[config.mk]
export PLATFORM = sky130hd
export DESIGN_NAME = mult_div_unit
export DESIGN_NICKNAME = d
export VERILOG_FILES = /design/src/rtl/mult_div_unit.sv
export SDC_FILE = /design/constraint.sdc
export NUM_CORES = 1
export LEC_CHECK = 0
export ABC_AREA = 1
export BUFFER_PORTS_ARGS = -buffer_cell sky130_fd_sc_hd__clkbuf_2
export CAP_MARGIN = 20
export CORE_MARGIN = 2
export CORE_UTILIZATION = 44
export DETAILED_ROUTE_END_ITERATION = 8
export GPL_TIMING_DRIVEN = 1
export HOLD_SLACK_MARGIN = 0.02
export PLACE_DENSITY_LB_ADDON = 0.08
export SETUP_SLACK_MARGIN = 0.3
export SLEW_MARGIN = 10
export SYNTH_ARGS = -nofsm -noshare
export SYNTH_HDL_FRONTEND = slang
export SYNTH_SLANG_ARGS = --single-unit
[constraint.sdc]
create_clock -name clk -period 3.5 [get_ports clk]
set_clock_uncertainty 0.15 [all_clocks]
set_input_delay 0.175 -clock clk [delete_from_list [all_inputs] [get_ports clk]]
set_output_delay 0.175 -clock clk [all_outputs]
set_load 0.05 [all_outputs]
[src/rtl/mult_div_unit.sv]
// Iterative integer multiply/divide unit: shift-add multiply and restoring divide, one bit per clock.
// Optional feature macro DIV_EN builds the divider; without it divide ops complete at once with no effect.
`ifndef MAX_LENGTH
`define MAX_LENGTH 32
`endif

module mult_div_unit #(
   parameter int WIDTH = `MAX_LENGTH
) (
   input  logic             clk,
   input  logic             reset,
   input  logic             start,
   input  logic [1:0]       op,
   input  logic [WIDTH-1:0] operand_a,
   input  logic [WIDTH-1:0] operand_b,
   output logic             busy,
   output logic             done,
   output logic             div_by_zero,
   output logic [WIDTH-1:0] hi,
   output logic [WIDTH-1:0] lo
);

   localparam int CW = (WIDTH > 2) ? $clog2(WIDTH) : 1;

   typedef enum logic [1:0] {
      S_IDLE  = 2'd0,
      S_RUN   = 2'd1,
      S_FIXUP = 2'd2
   } state_t;

   state_t             state_q, state_d;
   logic [CW-1:0]      cnt_q, cnt_d;
   logic [2*WIDTH-1:0] acc_q, acc_d;
   logic [WIDTH-1:0]   opnd_q, opnd_d;
   logic               sign_a_q, sign_a_d;
   logic               sign_b_q, sign_b_d;
   logic               done_q, done_d;
   logic [WIDTH-1:0]   hi_q, hi_d;
   logic [WIDTH-1:0]   lo_q, lo_d;

   logic [WIDTH-1:0]   mag_a, mag_b;
   logic [WIDTH:0]     mul_sum;
   logic [2*WIDTH-1:0] mul_step;
   logic [2*WIDTH-1:0] prod_fix;

   // Magnitudes of the incoming operands; op[0] selects signed interpretation.
   always_comb begin
      mag_a = (op[0] && operand_a[WIDTH-1]) ? -operand_a : operand_a;
      mag_b = (op[0] && operand_b[WIDTH-1]) ? -operand_b : operand_b;
   end

   // Multiply: acc holds {partial product, remaining multiplier bits}; opnd is the multiplicand.
   always_comb begin
      mul_sum  = {1'b0, acc_q[2*WIDTH-1:WIDTH]} + (acc_q[0] ? {1'b0, opnd_q} : '0);
      mul_step = {mul_sum, acc_q[WIDTH-1:1]};
      prod_fix = (sign_a_q ^ sign_b_q) ? -acc_q : acc_q;
   end

`ifdef DIV_EN
   logic               is_div_q, is_div_d;
   logic               dbz_q, dbz_d;
   logic [WIDTH:0]     div_shift;
   logic [WIDTH-1:0]   div_diff;
   logic               div_fits;
   logic [2*WIDTH-1:0] div_step;
   logic [WIDTH-1:0]   rem_mag, quo_mag;
   logic [WIDTH-1:0]   rem_fix, quo_fix;
   logic               div_zero;

   // Divide: acc holds {partial remainder, dividend bits shifting out / quotient bits shifting in}.
   always_comb begin
      div_shift = {acc_q[2*WIDTH-1:WIDTH], acc_q[WIDTH-1]};
      div_fits  = (div_shift >= {1'b0, opnd_q});
      div_diff  = div_shift[WIDTH-1:0] - opnd_q;
      div_step  = {(div_fits ? div_diff : div_shift[WIDTH-1:0]), acc_q[WIDTH-2:0], div_fits};
      rem_mag   = acc_q[2*WIDTH-1:WIDTH];
      quo_mag   = acc_q[WIDTH-1:0];
      rem_fix   = sign_a_q ? -rem_mag : rem_mag;
      quo_fix   = (sign_a_q ^ sign_b_q) ? -quo_mag : quo_mag;
      div_zero  = (opnd_q == '0);
   end
`endif

   always_comb begin
      state_d  = state_q;
      cnt_d    = cnt_q;
      acc_d    = acc_q;
      opnd_d   = opnd_q;
      sign_a_d = sign_a_q;
      sign_b_d = sign_b_q;
      done_d   = 1'b0;
      hi_d     = hi_q;
      lo_d     = lo_q;
`ifdef DIV_EN
      is_div_d = is_div_q;
      dbz_d    = dbz_q;
`endif
      case (state_q)
         S_IDLE: begin
`ifdef DIV_EN
            if (start) begin
`else
            if (start && !op[1]) begin
`endif
               state_d  = S_RUN;
               cnt_d    = '0;
               sign_a_d = op[0] & operand_a[WIDTH-1];
               sign_b_d = op[0] & operand_b[WIDTH-1];
`ifdef DIV_EN
               is_div_d = op[1];
               dbz_d    = 1'b0;
               if (op[1]) begin
                  acc_d  = {{WIDTH{1'b0}}, mag_a};
                  opnd_d = mag_b;
               end else begin
                  acc_d  = {{WIDTH{1'b0}}, mag_b};
                  opnd_d = mag_a;
               end
`else
               acc_d  = {{WIDTH{1'b0}}, mag_b};
               opnd_d = mag_a;
`endif
            end
`ifndef DIV_EN
            // Divide requested but not built: acknowledge immediately, results untouched.
            if (start && op[1]) begin
               done_d = 1'b1;
            end
`endif
         end
         S_RUN: begin
            cnt_d = cnt_q + CW'(1);
`ifdef DIV_EN
            acc_d = is_div_q ? div_step : mul_step;
`else
            acc_d = mul_step;
`endif
            if (cnt_q == CW'(WIDTH-1)) begin
               state_d = S_FIXUP;
            end
         end
         S_FIXUP: begin
            state_d = S_IDLE;
            done_d  = 1'b1;
`ifdef DIV_EN
            if (is_div_q) begin
               // With a zero divisor the remainder path already reproduces operand_a.
               hi_d  = rem_fix;
               lo_d  = div_zero ? '1 : quo_fix;
               dbz_d = div_zero;
            end else
`endif
            begin
               hi_d = prod_fix[2*WIDTH-1:WIDTH];
               lo_d = prod_fix[WIDTH-1:0];
            end
         end
         default: begin
            state_d = S_IDLE;
         end
      endcase
   end

   always_ff @(posedge clk) begin
      if (reset) begin
         state_q  <= S_IDLE;
         cnt_q    <= '0;
         acc_q    <= '0;
         opnd_q   <= '0;
         sign_a_q <= 1'b0;
         sign_b_q <= 1'b0;
         done_q   <= 1'b0;
         hi_q     <= '0;
         lo_q     <= '0;
`ifdef DIV_EN
         is_div_q <= 1'b0;
         dbz_q    <= 1'b0;
`endif
      end else begin
         state_q  <= state_d;
         cnt_q    <= cnt_d;
         acc_q    <= acc_d;
         opnd_q   <= opnd_d;
         sign_a_q <= sign_a_d;
         sign_b_q <= sign_b_d;
         done_q   <= done_d;
         hi_q     <= hi_d;
         lo_q     <= lo_d;
`ifdef DIV_EN
         is_div_q <= is_div_d;
         dbz_q    <= dbz_d;
`endif
      end
   end

   assign busy = (state_q != S_IDLE);
   assign done = done_q;
   assign hi   = hi_q;
   assign lo   = lo_q;
`ifdef DIV_EN
   assign div_by_zero = dbz_q;
`else
   assign div_by_zero = 1'b0;
`endif

endmodule

==> results.sh <==
export IMPL_vias_per_cell=5.11
export IMPL_setup_violations=0
export IMPL_fin_nets=2510
export IMPL_ys_flop_type="dfxtp_1"
export IMPL_async_reset_ff_frac=0
export IMPL_hold_viol_final=0
export IMPL_clock_path_buffers=2
export IMPL_min_path_type="input pin to flip-flop"
export IMPL_die_area_um2=31000
export IMPL_die_x_um=176
export IMPL_max_cap_viol_count=0
export IMPL_synth_seq_area_share=0.261
export IMPL_netSwitchingPower_uw=1720
export IMPL_drc=0
export IMPL_antenna_found_initial=0
export IMPL_drt_initial_drc_count=1256
export IMPL_area_growth_pct=15.9
export IMPL_cts_resized=0
export IMPL_worst_r2r_cell_count=16
export IMPL_max_slew_margin=0.380
export IMPL_finalMaxSlewViolations=0
export IMPL_overflow=0
export IMPL_core_area_um2=28900
export IMPL_drive_gt1_frac=0.101
export IMPL_fmax_ghz=0.362
export IMPL_synth_warnings=0
export IMPL_clock_latency_ns=0.44
export IMPL_start_util=0.450
export IMPL_status="finished clean"
export IMPL_synth_cell_types=49
export IMPL_power_frac_clock=0.376
export IMPL_holdWs_ns=0.0278
export IMPL_n_antenna_cell=0
export IMPL_endpoint_kind="flip-flop"
export IMPL_dr_pass1_iters=8
export IMPL_fin_crit_sh=0.790
export IMPL_syn_inst=2258
export IMPL_grt_pass1_vias=13326
export IMPL_io_buffers=134
export IMPL_grt_pass1_wl_mm=71.7
export IMPL_routedWlPerCell_um=16.2
export IMPL_r2r_start="acc_q[0]"
export IMPL_ctsHtreeMaxLevel=4
export IMPL_start_kind="flip-flop"
export IMPL_synthesis_nets=2365
export IMPL_ant_nets=0
export IMPL_ios=136
export IMPL_p_leak_uw=0.00793
export IMPL_switching_share=0.332
export IMPL_critical_path_required_ns=3.65
export IMPL_yosysTopAreaCell="dfxtp_1"
export IMPL_clock_sinks=170
export IMPL_syn_cell_area_um2=13000
export IMPL_crit_path_start="acc_q[0]"
export IMPL_track_usage=0.295
export IMPL_ys_ff_latch=170
export IMPL_sequentialPowerShare=0.396
export IMPL_final_common_cell="nand2_1"
export IMPL_cts_root_buf="clkbuf_16"
export IMPL_critPathMaxFanout=32
export IMPL_clkTransAtPathRegs_ns=0.07
export IMPL_dr_total_vias=14304
export IMPL_fp_row_count=62
export IMPL_internal_power_uw=3470
export IMPL_gp_congestion=0.972
export IMPL_rsz0062_at_grt="false"
export IMPL_syn_area_per_cell_um2=5.76
export IMPL_layout_common_cells="638 x nand2_1, 348 x inv_1, 298 x nor2_1"
export IMPL_post_dp_hpwl_mm=35.4
export IMPL_synth_edf_count=0
export IMPL_routed_wl_mm=45.4
export IMPL_powerDensity_nw_per_um2=344
export IMPL_setup_tns_ns=0
export IMPL_cts_tree="built"
export IMPL_synth_top_area_frac=0.261
export IMPL_p_comb_frac=0.229
export IMPL_min_period_ns=2.77
export IMPL_peakVddDrop_uv=351
export IMPL_chipHeight_um=176
export IMPL_critPathCapture="acc_q[53]"
export IMPL_cp_arrival_ns=2.91
export IMPL_grt_max_degree=85
export IMPL_reg2reg_slack_ns=0.73
export IMPL_worstMarginPinSlew_ns=0.928
export IMPL_crit_type="flip-flop to flip-flop"
export IMPL_reg2reg_to="acc_q[53]"
export IMPL_cts_buffers=17
export IMPL_synthTopCellsByArea="dfxtp_1 26%, nand2_1 18%, inv_1 10%"
how the worst min path moves through the flow:
stage	startpoint	endpoint	slack (ns)	cells after the start
2_1_floorplan	operand_a[31]	opnd_q[31]	0.19	2
3_3_place_gp	operand_a[1]	opnd_q[1]	0.30	3
3_5_place_dp	operand_a[1]	opnd_q[1]	0.30	3
4_1_cts	operand_b[27]	acc_q[27]	0.03	4
5_1_grt	operand_b[27]	acc_q[27]	0.07	4
6_report	op[0]	acc_q[31]	0.03	4
cell families after synthesis:
family | share of synthesized area
simple gates | 0.403
buf+inv | 0.132
compound gates | 0.137
flops | 0.261
xor+xnor | 0.0289
fa+ha+maj | 0.0371
other cells | 0.000288
state kept, by name, summed over array words and instances, names as in the netlist:
name      flops
sign_a_q      1
sign_b_q      1
hi           32
acc_q        64
cnt_q         5
done          1
state_q       2
lo           32
opnd_q       32
synth_stat cells, drive strengths merged, types with 2 or more instances:
cell and instances:
a211oi 2, a21o 4, a21oi 138, a31oi 22, buf 36, clkbuf 41, clkinv 2, dfxtp 170
ha 37, inv 364, nand2 648, nand3 210, nand3b 9, nand4 20, nor2 316, nor3 18
o211ai 7, o21ai 119, o21bai 4, o221ai 8, o22ai 18, o31ai 3, or2 14, xnor2 4
xor2 39
through the flow:
stage / std cells / total power, uW / area, um2 / util / setup slack (ns)
after floorplan: 2258 / 2880 / 13000 / - / 1.06
after global placement: 2711 / 3210 / 13900 / 0.481 / 0.827
after detailed placement: 2711 / 3210 / 13900 / 0.481 / 0.770
after CTS: 2799 / 5200 / 15100 / 0.522 / 0.730
after global routing: 2799 / 5430 / 15100 / 0.522 / 0.438
final: 2799 / 5190 / 15100 / 0.522 / 0.735
worst max-delay path, cell delays in order, from the launching register on:
cell	delay, ns
dfxtp_1	0.39
buf_4	0.36
nand2_1	0.08
inv_1	0.08
ha_1	0.18
inv_1	0.06
fa_1	0.36
inv_1	0.13
nand2_1	0.07
nand3_1	0.10
nand2_1	0.07
nand2_1	0.17
nand2_1	0.15
nand2_1	0.08
nand2_1	0.05
nand3_1	0.06
a21oi_1	0.07
metal layers:
metal	global-route usage	vias up	share of wire	routed length (um)
met1	0.429	6392	0.50	22500
met4	0.0764	0	0.019	880
met3	0.0577	42	0.070	3180
met2	0.445	460	0.42	18900
met5	0	-	0	0
li1	-	7410	-	-
power by group through the flow:
| stage | logic [uW] | registers [uW] | clock network [uW] |
|---|---|---|---|
| 3_3_place_gp | 1110 | 2090 | 0 |
| 5_1_grt | 1320 | 2060 | 2050 |
| 4_1_cts | 1170 | 2050 | 1970 |
| 6_report | 1190 | 2050 | 1950 |
| 3_5_place_dp | 1120 | 2090 | 0 |
| 2_1_floorplan | 817 | 2070 | 0 |
area by class of cell:
| type | count | area [um2] |
|---|---|---|
| fill | 3145 | 13800 |
| multi-input combinational | 1645 | 7900 |
| sequential | 170 | 3400 |
| inverter | 366 | 1370 |
| timing repair buffer | 203 | 1350 |
| tap | 384 | 480 |
| clock buffer | 19 | 453 |
| clock inverter | 12 | 138 |
what timing repair did:
action / CTS / global route
hold endpoints to repair: 55 / 0
hold buffers: 57 / 0
buffers inserted: 0 / 0
Note: power is estimated with default switching activity, not from simulation.
